[config.mk]
export PLATFORM = sky130hd
export DESIGN_NAME = nibble_stream_assembler
export DESIGN_NICKNAME = d
export VERILOG_FILES = /design/src/rtl/nibble_stream_assembler.sv
export SDC_FILE = /design/constraint.sdc
export NUM_CORES = 1
export LEC_CHECK = 0
export ABC_AREA = 0
export ABC_CLOCK_PERIOD_IN_PS = 6800
export CORE_ASPECT_RATIO = 0.8
export CORE_UTILIZATION = 40
export DETAILED_ROUTE_END_ITERATION = 8
export HOLD_SLACK_MARGIN = 0.15
export PLACE_DENSITY = 0.66
export SYNTH_ARGS = -nofsm -noshare
export SYNTH_HDL_FRONTEND = slang
export SYNTH_SLANG_ARGS = --single-unit
[constraint.sdc]
create_clock -name clk -period 6.8 [get_ports clk]
set_clock_uncertainty 0.1 [all_clocks]
set_input_delay 0.68 -clock clk [delete_from_list [all_inputs] [get_ports clk]]
set_output_delay 0.68 -clock clk [all_outputs]
set_load 0.02 [all_outputs]
[src/rtl/nibble_stream_assembler.sv]
// rtl/nibble_stream_assembler.sv - assembles a valid/ready nibble stream into bytes queued in a small output FIFO
module nibble_stream_assembler #(
    parameter int DEPTH = 4,
    parameter int CNT_W = 16
) (
    input  logic                     clk,
    input  logic                     rst_n,
    input  logic                     swap_en,
    input  logic [3:0]               nib_in,
    input  logic                     nib_valid,
    output logic                     nib_ready,
    input  logic                     flush,
    output logic [7:0]               byte_out,
    output logic                     byte_valid,
    input  logic                     byte_ready,
    output logic [$clog2(DEPTH):0]   fifo_count,
    output logic                     partial,
    output logic [CNT_W-1:0]         byte_cnt
);

    localparam int AW = $clog2(DEPTH);
    localparam int CW = AW + 1;
    localparam logic [CW-1:0] FULL_CNT = CW'(DEPTH);

    typedef enum logic {
        IDLE,
        HALF
    } state_t;

    state_t            state_q;
    state_t            state_d;
    logic [3:0]        held_q;
    logic              swap_q;
    logic [7:0]        mem [DEPTH];
    logic [AW-1:0]     wr_ptr;
    logic [AW-1:0]     rd_ptr;
    logic [CW-1:0]     count_q;
    logic [CNT_W-1:0]  cnt_q;
    logic              push;
    logic              pop;
    logic              first_accept;
    logic [7:0]        assembled;

    // nib_ready depends only on state, fill level, flush and reset - never on nib_valid
    always_comb begin
        state_d      = state_q;
        nib_ready    = 1'b0;
        push         = 1'b0;
        first_accept = 1'b0;
        if (rst_n) begin
            case (state_q)
                IDLE: begin
                    nib_ready = !flush;
                    if (nib_valid && !flush) begin
                        first_accept = 1'b1;
                        state_d      = HALF;
                    end
                end
                HALF: begin
                    if (flush) begin
                        state_d = IDLE;
                    end else begin
                        nib_ready = (count_q != FULL_CNT);
                        if (nib_valid && (count_q != FULL_CNT)) begin
                            push    = 1'b1;
                            state_d = IDLE;
                        end
                    end
                end
                default: state_d = IDLE;
            endcase
        end
    end

    // Order follows the swap setting captured with the first nibble, not the live input
    assign assembled = swap_q ? {nib_in, held_q} : {held_q, nib_in};
    assign pop       = (count_q != '0) && byte_ready;

    always_ff @(posedge clk) begin
        if (!rst_n) begin
            state_q <= IDLE;
            held_q  <= 4'h0;
            swap_q  <= 1'b0;
            wr_ptr  <= '0;
            rd_ptr  <= '0;
            count_q <= '0;
            cnt_q   <= '0;
            for (int i = 0; i < DEPTH; i++) begin
                mem[i] <= 8'h00;
            end
        end else begin
            state_q <= state_d;
            if (first_accept) begin
                held_q <= nib_in;
                swap_q <= swap_en;
            end
            if (push) begin
                mem[wr_ptr] <= assembled;
                wr_ptr      <= wr_ptr + AW'(1);
                cnt_q       <= cnt_q + CNT_W'(1);
            end
            if (pop) begin
                rd_ptr <= rd_ptr + AW'(1);
            end
            case ({push, pop})
                2'b10:   count_q <= count_q + CW'(1);
                2'b01:   count_q <= count_q - CW'(1);
                default: count_q <= count_q;
            endcase
        end
    end

    assign byte_out   = mem[rd_ptr];
    assign byte_valid = (count_q != '0);
    assign fifo_count = count_q;
    assign partial    = (state_q == HALF);
    assign byte_cnt   = cnt_q;

endmodule
# [Word level (Yosys, flattened, before mapping)]
# Memories as Yosys holds them, arrays and structs flattened. A register that Yosys moved wholly into a read port is not among the register bits.
# Index checks and enable logic that the tools add are counted.
[word_totals] ramBits=32 ff_bits=29 n_memories=1
[mem_list] memory="mem" depth=4 word_bits=8 read_ports=1 rd_ports_with_merged_regs=1 wr=4 line_no="34" text="logic [7:0] mem [DEPTH];"
[classes] bitwise_logic=1 muxes=24 n_addsub=5 n_reduce_logical=7 n_eq_ne=3
[op_table] cell="$add A16 B1 Y16 const B" n=1
[op_table] cell="$mux W1" n=16
[op_table] cell="$mux W8" n=2
[op_table] cell="$reduce_or A8 Y1" n=1
[op_table] cell="$mux W2" n=3
[op_table] cell="$pmux W3 S2" n=1
[op_table] cell="$add A2 B1 Y2 const B" n=2
[op_table] cell="$pmux W1 S2" n=2
[op_table] cell="$add A3 B1 Y3 const B" n=1
[op_table] cell="$logic_and A1 B1 Y1" n=3
[op_table] cell="$ne A3 B3 Y1 const B" n=1
[op_table] cell="$reduce_bool A3 Y1" n=1
[op_table] cell="$sub A3 B1 Y3 const B" n=1
[op_table] cell="$eq A2 B1 Y1 const B" n=1
[op_table] cell="$eq A2 B2 Y1 const B" n=1
[op_table] cell="$reduce_bool A2 Y1" n=1
[op_table] cell="$logic_not A1 Y1" n=1
[op_table] cell="$not A1 Y1" n=1

# [Logic depth before layout (Yosys ltp)]
[logic_depth] ltp_word=11 depth_mapped=10 ltp_nobuf=8

# [Worst setup path before layout]
# OpenSTA, ideal clock, no wires.
[synth_path] path_type="in2reg" from="in rst_n" to="reg count_q[2], in the netlist fifo_count[2]" path_buffers=2 slack_ps=4211 t_arrival_ps=2417 required_time_ps=6628 setup_time_ps=72 cell_stages=10 path_cell_list="buf_4 > and4b_4 > nand2_1 > buf_2 > ha_1 > inv_1 > fa_1 > xor2_1 > or3_1 > a21oi_1"
[synth_via] elab_chain_cells=3 elab_cells_between_ends=5 cone_classes="2 x eq/ne; 2 x mux; 1 x reduce/logical"
[synth_lines] element="from (decl)" line_no="7" text="input logic rst_n,"
[synth_lines] element="$mux W1" line_no="50" text="if (rst_n) begin"
[synth_lines] element="$eq A2 B1 Y1 or $eq A2 B2 Y1 (tied branches)" line_no="105" text="case ({push, pop})"
[synth_lines] element="$pmux W3 S2 or $reduce_bool A2 Y1 (tied branches)"
[synth_lines] element="to (signal assigned)" line_no="106" text="2'b10: count_q <= count_q + CW'(1);"
[synth_lines] element="to (signal assigned)" line_no="107" text="2'b01: count_q <= count_q - CW'(1);"
[synth_lines] element="to (signal assigned)" line_no="108" text="default: count_q <= count_q;"
[synth_lines] element="to (decl)" line_no="37" text="logic [CW-1:0] count_q;"
# Several ways; a longest one is shown, not always the timed one.
# A chain may end at the register's enable or synchronous reset.

# [Worst setup path after layout]
[layout_path] from="in rst_n" to="out nib_ready"
[layout_via] elab_chain_cells=1
[layout_lines] element="$mux W1" line_no="50"
[layout_lines] element="to (decl)" line_no="11" text="output logic nib_ready,"
# Every way passes these cells.

==> metrics.csv <==
metric,value,unit
setup TNS,0,ns
Peak VDD IR,0.1126,mV
drt wl/cell,15.63,µm
Lkg Pwr,1.143,nW
worst skew pair latency,0.34,ns
routed vias/inst,5.132,
reg2reg start,fifo_count[0],
Hold Slack,0.3869,ns
adder-cell share of the synthesized area,1.575,%
max_cap viols,0,
Total Routed Length,5.938,mm
sw power,173.8,µW
CP max stage delay,0.70,ns
Worst Max-Slew Pin Slew,0.7815,ns
Critical Path AT,2.28,ns
Comb power frac,6.0,%
Slew Limit Fails,0,
CTS Buf Count,9,
post-synthesis sequential area ratio,55.29,%
fmax,0.3265,GHz
# DRC,0,
CP dominant cell by count,clkdlybuf4s50_1,
power density cells,225.3,nW/µm²
Clk pwr share,41.5,%
critical-path cell list,clkdlybuf4s50_1 -> nand2b_1 -> a21oi_1 -> clkdlybuf4s50_1,
unrepaired setup endpoints after global routing,no,
nets,301,
Starting DRT DRC Count,90,
mux cell area share after synthesis,11.20,%
layout cells sized above 1,10.92,%
startpoint types,input port,
register bit count reported by yosys,63,
"most common cell after layout, fill and taps aside",nor2_1,
DIE HEIGHT,77.64,µm
die footprint,7495,µm²
largest net degree at the start of global routing,28,
Placement Rows,27,
"Buf+Inv Stages, Crit Path",2,
H-Tree Depth,3,
P_int,615.1,µW
antenna-violating nets left,0,
Hold Fails Final Rpt,0,
hold buffer count at CTS,0,
Resize count post-CTS,0,
RePlAce Congestion,0.7166,
CP required,6.02,ns
CTS tree,built,
Ys Warns,0,
Critical Path End Type,output port,
setup violators final,0,
critical path class,in2out,
library cells used by synthesis,44,
worst reg2reg endpoint,fifo_count[2],
dominant synthesized flop cell,edfxtp_1,
hold depth,2,
initial antenna violation count,0,
Hold Path End,byte_cnt[15],
final instance area,3502,µm²
Crit-path slowest cell,clkdlybuf4s50_1,
Area Overhead vs Synth,22.44,%
post-synthesis simple-gate area fraction,19.73,%
total global-route track usage,17.71,%
Syn Inst Count,250,
hold crit path type,reg2reg,
Switching Fraction,22.03,%
vias in the first global route,1897,
buffers added on ports,39,
core area,6892,µm²
"EDFF count, synth",32,
gr ovfl total,0,
crit-path leading delay family,buffers and inverters,
worst-path maximum fanout,10,
CTS max path bufs,2,
via count,1950,
Top Ports,40,
Antenna diodes,0,
largest family of logic cells by synthesized area,simple AND/OR/NAND/NOR gates,
mean post-synth cell area,11.44,µm²
Clock Pin Slew Worst Setup and Hold Paths,0.07,ns
Post-CTS Setup Repair Bufs,0,
Root Buffer Master,clkbuf_8,
Worst R2R Setup Slack,4.04,ns
run status,"finished, final reports clean",
mapped cell area,2860,µm²
most frequent cells in the layout,"nor2_1 (54), clkdlybuf4s50_1 (39), edfxtp_1 (32)",
hold_sp,byte_cnt[15],
compound-cell area share of the yosys netlist,4.856,%
placed inst area,3297,µm²
global-route wire length before repair,9.777,mm
"Net Count, Synth",263,
Synth async-reset ratio,0,%
HPWL Detailed,4.144,mm
worst-case reg-to-reg path depth,8,
Slew HR,47.58,%
xor/xnor cell area share of the yosys netlist,3.981,%
Die Wd,96.54,µm
DRT Pass-1 Iters,4,
Tcrit/Tclk final,45.04,%
initial core utilization,41.50,%
clock period minus worst slack,3.063,ns
CTS Sinks,63,
Sequential Power Share,52.5,%
[worst min-delay path, delay by kind of cell (launching register included)]
kind / cells / cell delay, ns
DFF: 1 / 0.32
AOI/OAI and AO/OA: 2 / 0.12
[synthesized netlist by cell type (2+ instances only)]
master	number	share of area [%]
nor2_1	54	7.1
edfxtp_1	32	34
dfxtp_1	31	22
mux2i_1	14	4.9
nand2_1	11	1.4
a21oi_1	10	1.7
xnor2_1	9	2.8
mux4_2	8	6.3
clkbuf_1	6	0.79
inv_1	6	0.79
nor4_1	5	1.1
nand3_1	4	0.70
or3_1	4	0.87
xor2_1	4	1.2
buf_4	3	0.79
nand2b_1	3	0.66
nor3_1	3	0.52
o21ai_0	3	0.52
o31ai_1	3	0.79
o41ai_1	3	0.92
and3_1	2	0.44
buf_2	2	0.35
ha_1	2	0.87
nand3_2	2	0.70
nand3b_1	2	0.52
nand4_1	2	0.44
nor3b_2	2	0.87
o31a_1	2	0.61
or4_1	2	0.52
or4b_1	2	0.70
[power by group through the flow]
stage	combinational (mW)	sequential (mW)	clock (mW)
final	0.0477	0.414	0.327
after global routing	0.0520	0.415	0.346
after CTS	0.0484	0.414	0.335
after detailed placement	0.0482	0.423	0
after global placement	0.0476	0.422	0
after floorplan	0.0299	0.419	0
[layer usage]
layer / GRT usage (%) / wire length [µm] / vias up
li1: - / - / 971
met1: 25.52 / 2990 / 932
met2: 24.86 / 2561 / 39
met3: 5.098 / 286 / 8
met4: 7.059 / 99 / 0
met5: 0 / 0 / -
[cell families (layout without fill, tap and decap cells)]
logic type	count (synthesis)	count (layout)
XOR/XNOR	13	13
flip-flops	63	63
buffers and inverters	20	63
AND/OR/NAND/NOR	107	107
adder cells (fa/ha/maj)	3	3
AO/OA/AOI/OAI	22	22
multiplexers	22	22
[final cells by class]
cell class                 instances  area, µm²
clock buffer                      14      195.2
fill                             638       3390
clock inverter                     2      10.01
tap                               87      108.9
timing repair buffer              40      397.9
sequential                        63       1582
multi-input combinational        167       1182
inverter                           7      26.28
[worst max-delay path by stage]
stage | startpoint | to | slack, ns | depth (start not counted)
floorplan | rst_n | fifo_count[2] | 4.21 | 10
CTS | rst_n | nib_ready | 3.71 | 4
detailed placement | rst_n | fifo_count[2] | 3.42 | 9
global route | rst_n | nib_ready | 3.61 | 4
global placement | rst_n | fifo_count[2] | 3.52 | 9
finish | rst_n | nib_ready | 3.74 | 4
[stage by stage]
step                total power, mW  util, %  std cells  worst slack [ns]
floorplan                    0.4492        -        250             4.211
CTS                          0.7981    50.82        380             3.709
finish                       0.7889    50.82        380             3.737
detailed placement           0.4708    47.84        364             3.423
global route                 0.8138    50.82        380             3.611
global placement             0.4699    47.84        364             3.520
[registers in the layout, summed over array words and instances (netlist names), named ones only]
register and count:
swap_q 1, fifo_count 3, mem 32, byte_cnt 16, rd_ptr 2, held_q 4
wr_ptr 2, partial 1
(Power assumes the default switching activity.)
